[config.mk]
export PLATFORM = sky130hd
export DESIGN_NAME = change_dispenser
export DESIGN_NICKNAME = d
export VERILOG_FILES = /design/src/rtl/change_dispenser.sv
export SDC_FILE = /design/constraint.sdc
export NUM_CORES = 1
export LEC_CHECK = 0
export BUFFER_PORTS_ARGS = -buffer_cell sky130_fd_sc_hd__buf_4
export CAP_MARGIN = 30
export CORE_AREA = 5 5 103 105
export CTS_CLUSTER_SIZE = 25
export DETAILED_ROUTE_END_ITERATION = 8
export DIE_AREA = 0 0 108 110
export PLACE_DENSITY_LB_ADDON = 0.08
export SLEW_MARGIN = 20
export SYNTH_ARGS = -nofsm -noshare
export SYNTH_HDL_FRONTEND = slang
export SYNTH_SLANG_ARGS = --single-unit
[constraint.sdc]
create_clock -name clk -period 4.7 [get_ports clk]
set_input_delay 0.705 -clock clk [delete_from_list [all_inputs] [get_ports clk]]
set_output_delay 0.705 -clock clk [all_outputs]
set_load 0.05 [all_outputs]
[src/rtl/change_dispenser.sv]
// change_dispenser: splits a change amount into coins, largest first, and drives one hopper
// request at a time while keeping a per-denomination inventory.
module change_dispenser #(
   parameter int INV_W       = 8,
   parameter int INIT_COUNT  = 20,
   parameter int ACK_TIMEOUT = 64
) (
   input  logic             clk,
   input  logic             reset_n,
   input  logic             start,
   input  logic [15:0]      amount,
   input  logic             load,
   input  logic [2:0]       load_type,
   input  logic [INV_W-1:0] load_count,
   input  logic             coin_ack,
   output logic             coin_req,
   output logic [2:0]       coin_type,
   output logic             busy,
   output logic             done,
   output logic [15:0]      shortfall,
   output logic             fault
);
   localparam int TW = $clog2(ACK_TIMEOUT + 1);
   typedef enum logic [1:0] {IDLE, SELECT, WAIT_ACK, DONE} state_t;
   state_t           state, state_n;
   logic [15:0]      remain, remain_n, shortfall_n;
   logic [TW-1:0]    tmo, tmo_n;
   logic [INV_W-1:0] inv [6];
   logic [INV_W-1:0] inv_n [6];
   logic             coin_req_n, done_n, fault_n, found;
   logic [2:0]       coin_type_n, pick;
   function automatic logic [15:0] value(input logic [2:0] t);
      return t == 3'd0 ? 16'd500 : t == 3'd1 ? 16'd100 : t == 3'd2 ? 16'd25 :
             t == 3'd3 ? 16'd10 : t == 3'd4 ? 16'd5 : 16'd1;
   endfunction
   // Scan from the smallest coin upward so the largest eligible coin wins.
   always_comb begin
      found = 1'b0;
      pick  = 3'd0;
      for (int i = 5; i >= 0; i--)
         if (inv[i] != '0 && value(3'(i)) <= remain) begin
            found = 1'b1;
            pick  = 3'(i);
         end
   end
   always_comb begin
      state_n     = state;
      remain_n    = remain;
      tmo_n       = tmo;
      coin_req_n  = coin_req;
      coin_type_n = coin_type;
      shortfall_n = shortfall;
      fault_n     = fault;
      inv_n       = inv;
      case (state)
         IDLE: begin
            for (int i = 0; i < 6; i++)
               if (load && load_type == 3'(i)) inv_n[i] = load_count;
            if (start) begin
               remain_n = amount;
               state_n  = amount == 16'd0 ? DONE : SELECT;
               if (amount == 16'd0) shortfall_n = '0;
            end
         end
         SELECT: begin
            if (found) begin
               coin_type_n = pick;
               coin_req_n  = 1'b1;
               tmo_n       = '0;
               state_n     = WAIT_ACK;
            end else begin
               shortfall_n = remain;
               state_n     = DONE;
            end
         end
         WAIT_ACK: begin
            if (coin_ack) begin
               coin_req_n = 1'b0;
               remain_n   = remain - value(coin_type);
               for (int i = 0; i < 6; i++)
                  if (coin_type == 3'(i)) inv_n[i] = inv[i] - INV_W'(1);
               state_n = SELECT;
            end else if (tmo == TW'(ACK_TIMEOUT - 1)) begin
               coin_req_n  = 1'b0;
               fault_n     = 1'b1;
               shortfall_n = remain;
               state_n     = DONE;
            end else begin
               tmo_n = tmo + TW'(1);
            end
         end
         default: state_n = IDLE;
      endcase
      done_n = state_n == DONE;
   end
   always_ff @(posedge clk) begin
      if (!reset_n) begin
         state     <= IDLE;
         remain    <= '0;
         tmo       <= '0;
         coin_req  <= 1'b0;
         coin_type <= 3'd0;
         done      <= 1'b0;
         shortfall <= '0;
         fault     <= 1'b0;
         for (int i = 0; i < 6; i++) inv[i] <= INV_W'(INIT_COUNT);
      end else begin
         state     <= state_n;
         remain    <= remain_n;
         tmo       <= tmo_n;
         coin_req  <= coin_req_n;
         coin_type <= coin_type_n;
         done      <= done_n;
         shortfall <= shortfall_n;
         fault     <= fault_n;
         inv       <= inv_n;
      end
   end
   assign busy = state != IDLE;
endmodule

## After elaboration in Yosys (flattened, before gate mapping)

Index checks and enable logic that the tools add are counted.
W data, S select, Z words.

| storage, ports and cells | value |
|---|---|
| bits in registers | 95 |
| logic and storage cells | 156 |

| cells by class | value |
|---|---|
| mux-type cells | 54 |
| bitwise operators | 1 |
| eq/ne operators | 35 |
| reduce and logical (&&, ||, !) cells | 38 |
| magnitude comparators | 6 |
| $add $sub $neg | 8 |

Operator list:

| cell | number |
|---|---|
| $mux W16 | 7 |
| $mux W8 | 12 |
| $pmux W48 S2 | 1 |
| $mux W48 | 1 |
| $pmux W16 S3 | 1 |
| $reduce_bool A8 Y1 | 6 |
| $sub A8 B1 Y8 const B | 6 |
| $ne A2 B2 Y1 const B | 20 |
| $pmux W16 S2 | 1 |
| $mux W7 | 4 |
| $reduce_and A4 Y1 | 7 |
| $mux W3 | 7 |
| $le A1 B16 Y1 const A | 1 |
| $le A3 B16 Y1 const A | 1 |
| $le A4 B16 Y1 const A | 1 |
| $le A5 B16 Y1 const A | 1 |
| $le A7 B16 Y1 const A | 1 |
| $le A9 B16 Y1 const A | 1 |
| $logic_not A16 Y1 | 1 |
| $sub A16 B9 Y16 | 1 |
| $pmux W7 S2 | 1 |
| $eq A3 B2 Y1 const B | 4 |
| $eq A3 B3 Y1 const B | 4 |
| $logic_and A1 B1 Y1 | 12 |
| 21 further kinds | 40 |

## Longest topological paths before layout

Gate-level depths: netlist of the first run.

| logic depth | value |
|---|---|
| word-level depth | 11 |
| gate-level depth with buffers | 12 |
| gate-level depth less buffers | 12 |

## Least setup slack after synthesis of the first run

Ideal clock, no wire load.

| timing path | value |
|---|---|
| path kind | register to register |
| start point | reg coin_type[1] |
| end point | reg remain[10] |
| stages on the path, launching flop included | 11 |
| arrival | 3.169 ns |
| setup slack | 1.416 ns |
| period minus slack after synthesis | 3.284 ns |
| path buffers | 0 |
| path through | dfxtp_1 -> nand2b_1 -> or2_2 -> fa_1 -> a21o_1 -> a211o_1 -> a2111oi_1 -> nor2_1 -> a211oi_1 -> mux2i_1 -> o21a_1 |

| between the ends | value |
|---|---|
| longest elaborated chain between the ends | 9 |

Ends and longest elaborated chain:

| what | RTL line | source |
|---|---|---|
| start: declaration | 17 | `output logic [2:0] coin_type,` |
| start signal: assignment | 112 | `coin_type <= coin_type_n;` |
| $eq A3 B3 Y1 | 34 | `t == 3'd3 ? 16'd10 : t == 3'd4 ? 16'd5 : 16'd1;` |
| $mux W3 | 34 |  |
| $mux W4 | 34 |  |
| $mux W5 | 33 | `return t == 3'd0 ? 16'd500 : t == 3'd1 ? 16'd100 : t == 3'd2 ? 16'd25 :` |
| $mux W7 | 33 |  |
| $mux W9 (*) | 33 |  |
| $sub A16 B9 Y16 (*) | 79 | `remain_n = remain - value(coin_type);` |
| $mux W16 (*) | 77 | `if (coin_ack) begin` |
| $pmux W16 S2 (*) | 55 | `case (state)` |
| end signal: assignment | 109 | `remain <= remain_n;` |
| end: declaration | 26 | `logic [15:0] remain, remain_n, shortfall_n;` |

Every way passes the cells marked *; elsewhere a longest branch is shown, timed or not. The select of a mux whose other input is x is not followed.
A chain may end at the register's enable or synchronous reset.

## Worst setup path in the final report of the first run

| timing path | value |
|---|---|
| start point | reg coin_type[2] |
| end point | reg remain[10] |

Same word-level chain as after synthesis.

==> summary.json, run 1 <==
{
  "power.internal": {"value": 0.00157, "unit": "W"},
  "power.clock.fraction": {"value": 22.2, "unit": "%"},
  "routed_wl": {"value": 15.9, "unit": "mm"},
  "cts_tree": {"value": "done"},
  "grt_max_degree": {"value": 78},
  "clkLatencyLatePin": {"value": 380, "unit": "ps"},
  "syn_inst": {"value": 712},
  "power.share.switching": {"value": 39.9, "unit": "%"},
  "synth_enable_flop_cells": {"value": 0},
  "drt_iter0_markers": {"value": 440},
  "routabilityCongestion": {"value": 0.934},
  "setup_ws": {"value": 1520, "unit": "ps"},
  "netlist-cell-type-count": {"value": 70},
  "seq_area_frac_synth": {"value": 33.7, "unit": "%"},
  "cts-buffers-inserted": {"value": 9},
  "power.combinational.fraction": {"value": 36.5, "unit": "%"},
  "path_cells": {"value": "nand2b_1, or2_2, fa_1, a21o_1, a211o_1, a2111oi_1, nor2_1, a211oi_1, mux2i_1, o21a_1"},
  "cp-start-kind": {"value": "flip-flop"},
  "antenna_cells": {"value": 0},
  "ctsHoldBuffers": {"value": 0},
  "static-leakage-power": {"value": 2.54, "unit": "nW"},
  "fp.dieH": {"value": 110, "unit": "um"},
  "postCtsResizedCells": {"value": 0},
  "ys_warn_count": {"value": 0},
  "clock_sink_count": {"value": 95},
  "finalNetCount": {"value": 803},
  "post_drt_wl_per_cell": {"value": 18.0, "unit": "um"},
  "crit_buf_inv": {"value": 0},
  "area_delta_synth_final": {"value": 11.8, "unit": "%"},
  "commonest_cells_after_routing_fill_and_taps_aside": {"value": "95 x sky130_fd_sc_hd__dfxtp_1, 75 x sky130_fd_sc_hd__nor2_1, 61 x sky130_fd_sc_hd__nand2_1"},
  "cpPeakStageDelay": {"value": 450, "unit": "ps"},
  "tightest_slew": {"value": 843, "unit": "ps"},
  "place.port_buffers": {"value": 54},
  "top_level_ports": {"value": 55},
  "final_layout_size_suffix_gt1_share": {"value": 15.3, "unit": "%"},
  "post_cts_buffers": {"value": 0},
  "initial_core_utilization": {"value": 59.0, "unit": "%"},
  "die_width": {"value": 108, "unit": "um"},
  "final_area": {"value": 6300, "unit": "um^2"},
  "dpl.hpwl": {"value": 11.0, "unit": "mm"},
  "worst_slew_margin_relative_to_its_limit": {"value": 43.6, "unit": "%"},
  "setup_viol": {"value": 0},
  "worst_setup_path_end_kind": {"value": "flip-flop"},
  "critPathKind": {"value": "reg2reg"},
  "clkTransAtPathRegs": {"value": 90, "unit": "ps"},
  "seq_power_share": {"value": 41.3, "unit": "%"},
  "worst_path_max_delay_cell": {"value": "sky130_fd_sc_hd__a2111oi_1"},
  "preCtsSetupSlack": {"value": 1560, "unit": "ps"},
  "maxClockFrequency": {"value": 315, "unit": "MHz"},
  "finalPower": {"value": 0.00261, "unit": "W"},
  "std_cell_rows": {"value": 36},
  "globalRouteTotalUtil": {"value": 27.3, "unit": "%"},
  "core_region_area": {"value": 9550, "unit": "um^2"},
  "hold_path.class": {"value": "reg2reg"},
  "power_density": {"value": 414, "unit": "nW/um^2"},
  "worstHoldStart": {"value": "tmo[6]"},
  "leading_cell_type_in_the_layout_fill_and_taps_excluded": {"value": "sky130_fd_sc_hd__dfxtp_1"},
  "number_of_antenna_violations_at_the_first_check_in_global_routing": {"value": 0},
  "synthesis.area_per_instance": {"value": 7.91, "unit": "um^2"},
  "floorplan.die_area": {"value": 11900, "unit": "um^2"},
  "cp.required": {"value": 5030, "unit": "ps"},
  "synth_async_sr_flop_share": {"value": 0, "unit": "%"},
  "crit_path_max_fanout": {"value": 9},
  "layout_worst_path_cycle_share": {"value": 67.6, "unit": "%"},
  "rsz0062_at_grt": {"value": "false"},
  "detail-route-antenna-nets": {"value": 0},
  "worst_ir_drop_vdd": {"value": 0.000237, "unit": "V"},
  "clock_tree.buffer_depth": {"value": 2},
  "synth.ff_latch_count": {"value": 95},
  "routed-via-count": {"value": 5667},
  "firstDrtPassIters": {"value": 5},
  "overflow": {"value": 0},
  "crit_path_start": {"value": "coin_type[2]"},
  "grt_pass1_wl": {"value": 25.9, "unit": "mm"},
  "timing.setup.tns": {"value": 0, "unit": "ps"},
  "final-max-slew-violation-count": {"value": 0},
  "mappedNetlistArea": {"value": 5640, "unit": "um^2"},
  "drc_violation_count_after_routing": {"value": 0},
  "syn_nets": {"value": 770},
  "netSwitchingPower": {"value": 0.00104, "unit": "W"},
  "h-tree-depth": {"value": 3},
  "status": {"value": "complete, no violations"},
  "launch_point_of_the_worst_reg_to_reg_path": {"value": "coin_type[2]"},
  "timing_hold_violations_final": {"value": 0},
  "finalWorstPathRequiredPeriod": {"value": 3180, "unit": "ps"},
  "placement.cell_area": {"value": 6090, "unit": "um^2"},
  "ys.flop_type": {"value": "sky130_fd_sc_hd__dfxtp_1"},
  "arrival": {"value": 3510, "unit": "ps"},
  "cpLargestDelayFamily": {"value": "compound AO/OA/AOI/OAI gates"},
  "clk_root_buffer_cell": {"value": "sky130_fd_sc_hd__clkbuf_8"},
  "vias_per_cell": {"value": 6.42},
  "grt_pass1_vias": {"value": 5342},
  "timing.max_cap.violations": {"value": 0},
  "skew": {"value": 10.6, "unit": "ps"}
}
## power by group through the flow
stage / combinational, W / sequential, W / clock (W)
after floorplan: 0.000693 / 0.00108 / 0
after global placement: 0.000906 / 0.00108 / 0
after detailed placement: 0.000933 / 0.00109 / 0
final: 0.000951 / 0.00108 / 0.000580
after CTS: 0.000940 / 0.00107 / 0.000583
after global routing: 0.00106 / 0.00109 / 0.000613
## worst min-delay path, stage by stage, from the launching register on
cell,delay (ps)
sky130_fd_sc_hd__dfxtp_1,320
sky130_fd_sc_hd__nand2_1,50
sky130_fd_sc_hd__a21oi_1,30
## synthesized netlist by cell type, types with 9 or more instances
library cell	n	area, um^2
sky130_fd_sc_hd__a31oi_1	31	194
sky130_fd_sc_hd__clkbuf_1	30	113
sky130_fd_sc_hd__ha_1	25	313
sky130_fd_sc_hd__nor2_1	76	285
sky130_fd_sc_hd__a22o_1	17	149
sky130_fd_sc_hd__nor3_1	26	130
sky130_fd_sc_hd__inv_1	41	154
sky130_fd_sc_hd__o221a_2	21	236
sky130_fd_sc_hd__nand3_1	20	100
sky130_fd_sc_hd__o21a_1	9	67.6
sky130_fd_sc_hd__o22ai_1	9	56.3
sky130_fd_sc_hd__o21ai_0	47	235
sky130_fd_sc_hd__nand2b_1	10	62.6
sky130_fd_sc_hd__a21oi_1	60	300
sky130_fd_sc_hd__nand2_1	61	229
sky130_fd_sc_hd__dfxtp_1	95	1900
sky130_fd_sc_hd__a211oi_1	13	97.6
## registers in the layout, summed over array words and instances (netlist names)
register,count
coin_type,3
tmo,7
remain,16
coin_req,1
done,1
state,2
shortfall,16
fault,1
inv,48
## logic make-up (layout without fill, tap and decap cells)
logic type | Yosys count | count (layout) | share of synthesized area, %
flops | 95 | 95 | 33.7
simple gates | 233 | 233 | 19.6
compound gates | 270 | 270 | 33.8
xor+xnor | 5 | 5 | 0.777
fa+ha+maj | 26 | 26 | 5.91
mux | 4 | 4 | 0.733
buf+inv | 79 | 117 | 5.48
## final cells by class
class	instances	area, um^2
Clock buffer	12	155
Clock inverter	4	53.8
Fill cell	810	3250
Inverter	44	165
Multi-Input combinational cell	538	3430
Sequential cell	95	1900
Tap cell	133	166
Timing Repair Buffer	57	428
## worst paths after layout
kind | cells past startpoint | endpoint | slack [ps]
worst max-delay path | 10 | remain[10] | 1520
worst min-delay path | 2 | tmo[6] | 440
worst max register to register | 10 | remain[10] | 1520
worst min register to register | 2 | tmo[6] | 440
## metal layers
layer,track usage [%],wire length [um]
met5,0,0
met1,35.4,6940
met4,13.3,509
met2,44.6,7400
met3,4.14,1020
## stage by stage
| stage | utilization [%] | cells | hold slack (ps) |
|---|---|---|---|
| after floorplan | - | 712 | 413 |
| after global placement | 63.7 | 866 | 420 |
| after detailed placement | 63.8 | 867 | 422 |
| after CTS | 66.0 | 883 | 438 |
| after global routing | 66.0 | 883 | 464 |
| final | 66.0 | 883 | 439 |
Power figures use the tool's default switching activity.
==> run 2, diff against run 1 <==
Settings changed: ABC_AREA set to 1, CORE_AREA 5 5 103 105 to 5 5 112 114, DIE_AREA 0 0 108 110 to 0 0 117 119.
Clock period 4.7 ns to 2.6 ns, I/O delays scaled along.
==> summary.json, run 2 <==
{
  "detail-route-antenna-nets": {"value": 0, "change": "unchanged"},
  "skew": {"value": 8.78, "unit": "ps", "change": "-1.77 ps"},
  "tightest_slew": {"value": 646, "unit": "ps", "change": "-197 ps"},
  "cpLargestDelayFamily": {"value": "simple AND/OR/NAND/NOR gates"},
  "post-synth-top-area-fraction": {"value": 31.1, "unit": "%", "change": "-2.7 points"},
  "flip_flop_count_of_the_largest_register_all_copies_and_words_added": {"value": 48, "change": "unchanged"},
  "routabilityCongestion": {"value": 0.927, "change": "-0.73%"},
  "final_layout_size_suffix_gt1_share": {"value": 12.4, "unit": "%", "change": "-3.0 points"},
  "timing.setup.tns": {"value": 0, "unit": "ps", "change": "unchanged"},
  "cts_tree": {"value": "done"},
  "whs_endpoint": {"value": "remain[12]"},
  "finalNetCount": {"value": 1048, "change": "+31%"},
  "cp-start-kind": {"value": "flip-flop"},
  "netSwitchingPower": {"value": 0.00255, "unit": "W", "change": "+150%"},
  "worst_path_max_delay_cell": {"value": "sky130_fd_sc_hd__dfxtp_1"},
  "hold_path.class": {"value": "in2reg"},
  "seq_area": {"value": 1900, "unit": "um^2", "change": "unchanged"},
  "grt_pass1_vias": {"value": 5682, "change": "+6.4%"},
  "maxClockFrequency": {"value": 420, "unit": "MHz", "change": "+33%"},
  "clock_sink_count": {"value": 95, "change": "unchanged"},
  "timing_hold_violations_final": {"value": 0, "change": "unchanged"},
  "largestRegisters": {"value": "inv (48), remain (16), shortfall (16)"},
  "preCtsSetupSlack": {"value": 234, "unit": "ps", "change": "-1330 ps"},
  "drt_iter0_markers": {"value": 403, "change": "-8.4%"},
  "globalRouteTotalUtil": {"value": 24.1, "unit": "%", "change": "-3.2 points"},
  "final-max-slew-violation-count": {"value": 0, "change": "unchanged"},
  "highest_signal_layer": {"value": "met4"},
  "cpPeakStageDelay": {"value": 350, "unit": "ps", "change": "-100 ps"},
  "setup_ws": {"value": 219, "unit": "ps", "change": "-1310 ps"},
  "ys.flop_type": {"value": "sky130_fd_sc_hd__dfxtp_1"},
  "status": {"value": "complete, no violations"},
  "crit_path_start": {"value": "coin_type[2]"},
  "post-synth-top-area-cell": {"value": "sky130_fd_sc_hd__dfxtp_1"},
  "synth_async_sr_flop_share": {"value": 0, "unit": "%", "change": "unchanged"},
  "vias_per_cell": {"value": 5.48, "change": "-15%"},
  "wl_met2": {"value": 7.67, "unit": "mm", "change": "+3.7%"},
  "synth_enable_flop_cells": {"value": 0, "change": "unchanged"},
  "worst_slew_margin_relative_to_its_limit": {"value": 56.9, "unit": "%", "change": "+13 points"},
  "power.clock.fraction": {"value": 23.0, "unit": "%", "change": "+0.8 points"},
  "synth_common_cells": {"value": "166 x sky130_fd_sc_hd__nand2_1, 129 x sky130_fd_sc_hd__inv_1, 107 x sky130_fd_sc_hd__o21ai_0, 106 x sky130_fd_sc_hd__nor2_1, 95 x sky130_fd_sc_hd__dfxtp_1"},
  "top_register": {"value": "inv"},
  "timing.max_cap.violations": {"value": 0, "change": "unchanged"},
  "layout_worst_path_cycle_share": {"value": 91.6, "unit": "%", "change": "+24 points"},
  "launch_point_of_the_worst_reg_to_reg_path": {"value": "coin_type[2]"},
  "static-leakage-power": {"value": 3.23, "unit": "nW", "change": "+27%"},
  "multi_input_comb_area": {"value": 3550, "unit": "um^2", "change": "+3.5%"},
  "worst_setup_path_end_kind": {"value": "flip-flop"},
  "critical_path.most_common_cell": {"value": "sky130_fd_sc_hd__nand2_1"},
  "clkLatencyLatePin": {"value": 350, "unit": "ps", "change": "-30 ps"},
  "routed_length_on_met3": {"value": 933, "unit": "um", "change": "-8.1%"},
  "drc_violation_count_after_routing": {"value": 0, "change": "unchanged"},
  "leading_cell_type_in_the_layout_fill_and_taps_excluded": {"value": "sky130_fd_sc_hd__nand2_1"},
  "fp.dieH": {"value": 119, "unit": "um", "change": "+8.2%"},
  "setup_viol": {"value": 0, "change": "unchanged"},
  "met1Wirelength": {"value": 7.43, "unit": "mm", "change": "+7.0%"},
  "crit_path_max_fanout": {"value": 8, "change": "-1"},
  "rsz0062_at_grt": {"value": "false"},
  "critPathKind": {"value": "reg2reg"},
  "fillerInstances": {"value": 1155, "change": "+43%"},
  "die_width": {"value": 117, "unit": "um", "change": "+8.3%"},
  "whs_path_depth": {"value": 3, "change": "+1"},
  "post_drt_wl_per_cell": {"value": 14.5, "unit": "um", "change": "-19%"},
  "initial_core_utilization": {"value": 54.1, "unit": "%", "change": "-5.0 points"},
  "core_region_area": {"value": 11300, "unit": "um^2", "change": "+19%"},
  "firstDrtPassIters": {"value": 5, "change": "unchanged"},
  "dpl.hpwl": {"value": 11.9, "unit": "mm", "change": "+8.3%"},
  "synthesis.area_per_instance": {"value": 6.49, "unit": "um^2", "change": "-18%"},
  "clock_tree.buffer_depth": {"value": 2, "change": "unchanged"},
  "yosys.cell_count.top_type": {"value": "sky130_fd_sc_hd__nand2_1"},
  "area_delta_synth_final": {"value": 13.5, "unit": "%"},
  "cp.required": {"value": 2840, "unit": "ps", "change": "-2190 ps"},
  "finalWorstPathRequiredPeriod": {"value": 2380, "unit": "ps", "change": "-795 ps"},
  "worst_r2r_endpoint": {"value": "remain[9]"},
  "power.combinational.fraction": {"value": 42.6, "unit": "%", "change": "+6.1 points"},
  "ff2ff_setup_slack": {"value": 220, "unit": "ps", "change": "-1310 ps"},
  "crit_buf_inv": {"value": 3, "change": "+3"},
  "arrival": {"value": 2620, "unit": "ps", "change": "-890 ps"},
  "syn_inst": {"value": 943, "change": "+32%"},
  "ff2ff_path_depth": {"value": 15, "change": "+5"},
  "path_cells": {"value": "inv_1, nand3_1, nand2_1, inv_1, ha_1, nand2_1, inv_1, a21oi_1, o21ai_0, nand2_1, nand2_1, nand2_1, nand3_1, nand2_1, a21oi_1"},
  "synth.ff_latch_count": {"value": 95, "change": "unchanged"},
  "number_of_antenna_violations_at_the_first_check_in_global_routing": {"value": 0, "change": "unchanged"},
  "worstHoldStart": {"value": "amount[12]"},
  "seq_area_frac_synth": {"value": 31.1, "unit": "%", "change": "-2.7 points"},
  "clkTransAtPathRegs": {"value": 70, "unit": "ps", "change": "-20 ps"},
  "power.internal": {"value": 0.00334, "unit": "W", "change": "+110%"},
  "top_level_ports": {"value": 55, "change": "unchanged"},
  "worst_ir_drop_vdd": {"value": 0.000532, "unit": "V", "change": "+120%"},
  "syn_nets": {"value": 1001, "change": "+30%"},
  "routed-via-count": {"value": 6241, "change": "+10%"},
  "mappedNetlistArea": {"value": 6120, "unit": "um^2", "change": "+8.6%"},
  "synth_area_leaders": {"value": "sky130_fd_sc_hd__dfxtp_1 31%, sky130_fd_sc_hd__nand2_1 10%, sky130_fd_sc_hd__o21ai_0 8.8%"},
  "commonest_cells_after_routing_fill_and_taps_aside": {"value": "166 x sky130_fd_sc_hd__nand2_1, 129 x sky130_fd_sc_hd__inv_1, 107 x sky130_fd_sc_hd__o21ai_0"},
  "cts-buffers-inserted": {"value": 9, "change": "unchanged"},
  "grt_max_degree": {"value": 67, "change": "-14%"},
  "overflow": {"value": 0, "change": "unchanged"},
  "seq_power_share": {"value": 34.4, "unit": "%", "change": "-6.9 points"},
  "post_cts_buffers": {"value": 0, "change": "unchanged"},
  "clk_root_buffer_cell": {"value": "sky130_fd_sc_hd__clkbuf_16"},
  "std_cell_rows": {"value": 39, "change": "+8.3%"},
  "routed_wl": {"value": 16.5, "unit": "mm", "change": "+4.2%"},
  "grt_pass1_wl": {"value": 27.0, "unit": "mm", "change": "+4.2%"},
  "ys_warn_count": {"value": 0, "change": "unchanged"},
  "power_density": {"value": 849, "unit": "nW/um^2", "change": "+110%"},
  "floorplan.die_area": {"value": 13900, "unit": "um^2", "change": "+17%"},
  "place.port_buffers": {"value": 54, "change": "unchanged"},
  "netlist-cell-type-count": {"value": 45, "change": "-36%"},
  "power.share.switching": {"value": 43.3, "unit": "%", "change": "+3.4 points"},
  "antenna_cells": {"value": 0, "change": "unchanged"},
  "h-tree-depth": {"value": 3, "change": "unchanged"}
}
run 2: changes by cell type after synthesis, sizes merged, moves of 26 or more:
cell	delta
a21oi	+26
inv	+94
nand2	+116
nand3	+41
nor2	+39
o21ai	+69
run 2: kinds of logic (layout without fill, tap and decap cells):
group	after synthesis	count (layout)	share of synthesized area, %
AO/OA/AOI/OAI	258	258	23.2
XOR/XNOR	8	8	1.15
adder cells (fa/ha/maj)	26	26	5.44
buffers and inverters	169	221	10.9
flip-flops	95	95	31.1
AND/OR/NAND/NOR	387	387	28.2
run 2: routing by layer:
| metal | global-route usage, % | vias to the layer above |
|---|---|---|
| met4 | 10.5 | 0 |
| met5 | 0 | - |
| met2 | 38.8 | 180 |
| met3 | 4.11 | 28 |
| li1 | - | 3238 |
| met1 | 31.4 | 2795 |
run 2: metrics by stage:
stage / total power (W) / cell area [um^2] / cells / hold WS (ps) / util (%)
2_1_floorplan: 0.00392 / 6120 / 943 / 450 / -
3_5_place_dp: 0.00454 / 6650 / 1122 / 457 / 58.7
4_1_cts: 0.00591 / 6940 / 1138 / 349 / 61.3
3_3_place_gp: 0.00452 / 6650 / 1122 / 448 / 58.7
5_1_grt: 0.00635 / 6940 / 1138 / 377 / 61.3
6_report: 0.00590 / 6940 / 1138 / 361 / 61.3
run 2: timing repair:
action                     CTS  global route
setup endpoints to repair    0             1
hold buffers                 0             0
gates resized for setup      0             1
hold endpoints to repair     0             0
run 2: layout make-up:
class | instances | area share [%]
multi-input combinational | 679 | 51.1
clock inverter | 7 | 1.03
sequential | 95 | 27.4
timing repair buffer | 64 | 6.92
inverter | 141 | 7.70
tap | 143 | 2.58
clock buffer | 9 | 3.24
run 2: worst max path at each step:
stage / endpoint / slack, ps / cells after the start
after global placement: remain[6] / 290 / 11
after floorplan: remain[6] / 100 / 11
final: remain[9] / 220 / 15
after global routing: remain[11] / 10 / 15
after detailed placement: remain[9] / 230 / 15
after CTS: remain[9] / 220 / 15
run 2: power by group through the flow:
stage | combinational (W) | clock, W | sequential [W]
floorplan | 0.00174 | 0 | 0.00217
global placement | 0.00247 | 0 | 0.00205
detailed placement | 0.00249 | 0 | 0.00205
CTS | 0.00250 | 0.00138 | 0.00202
global route | 0.00284 | 0.00144 | 0.00207
finish | 0.00251 | 0.00136 | 0.00203
run 2: tightest hold or removal path, stage by stage:
cell and delay, ps:
sky130_fd_sc_hd__buf_4 90, sky130_fd_sc_hd__o211ai_1 80, sky130_fd_sc_hd__a21oi_1 120
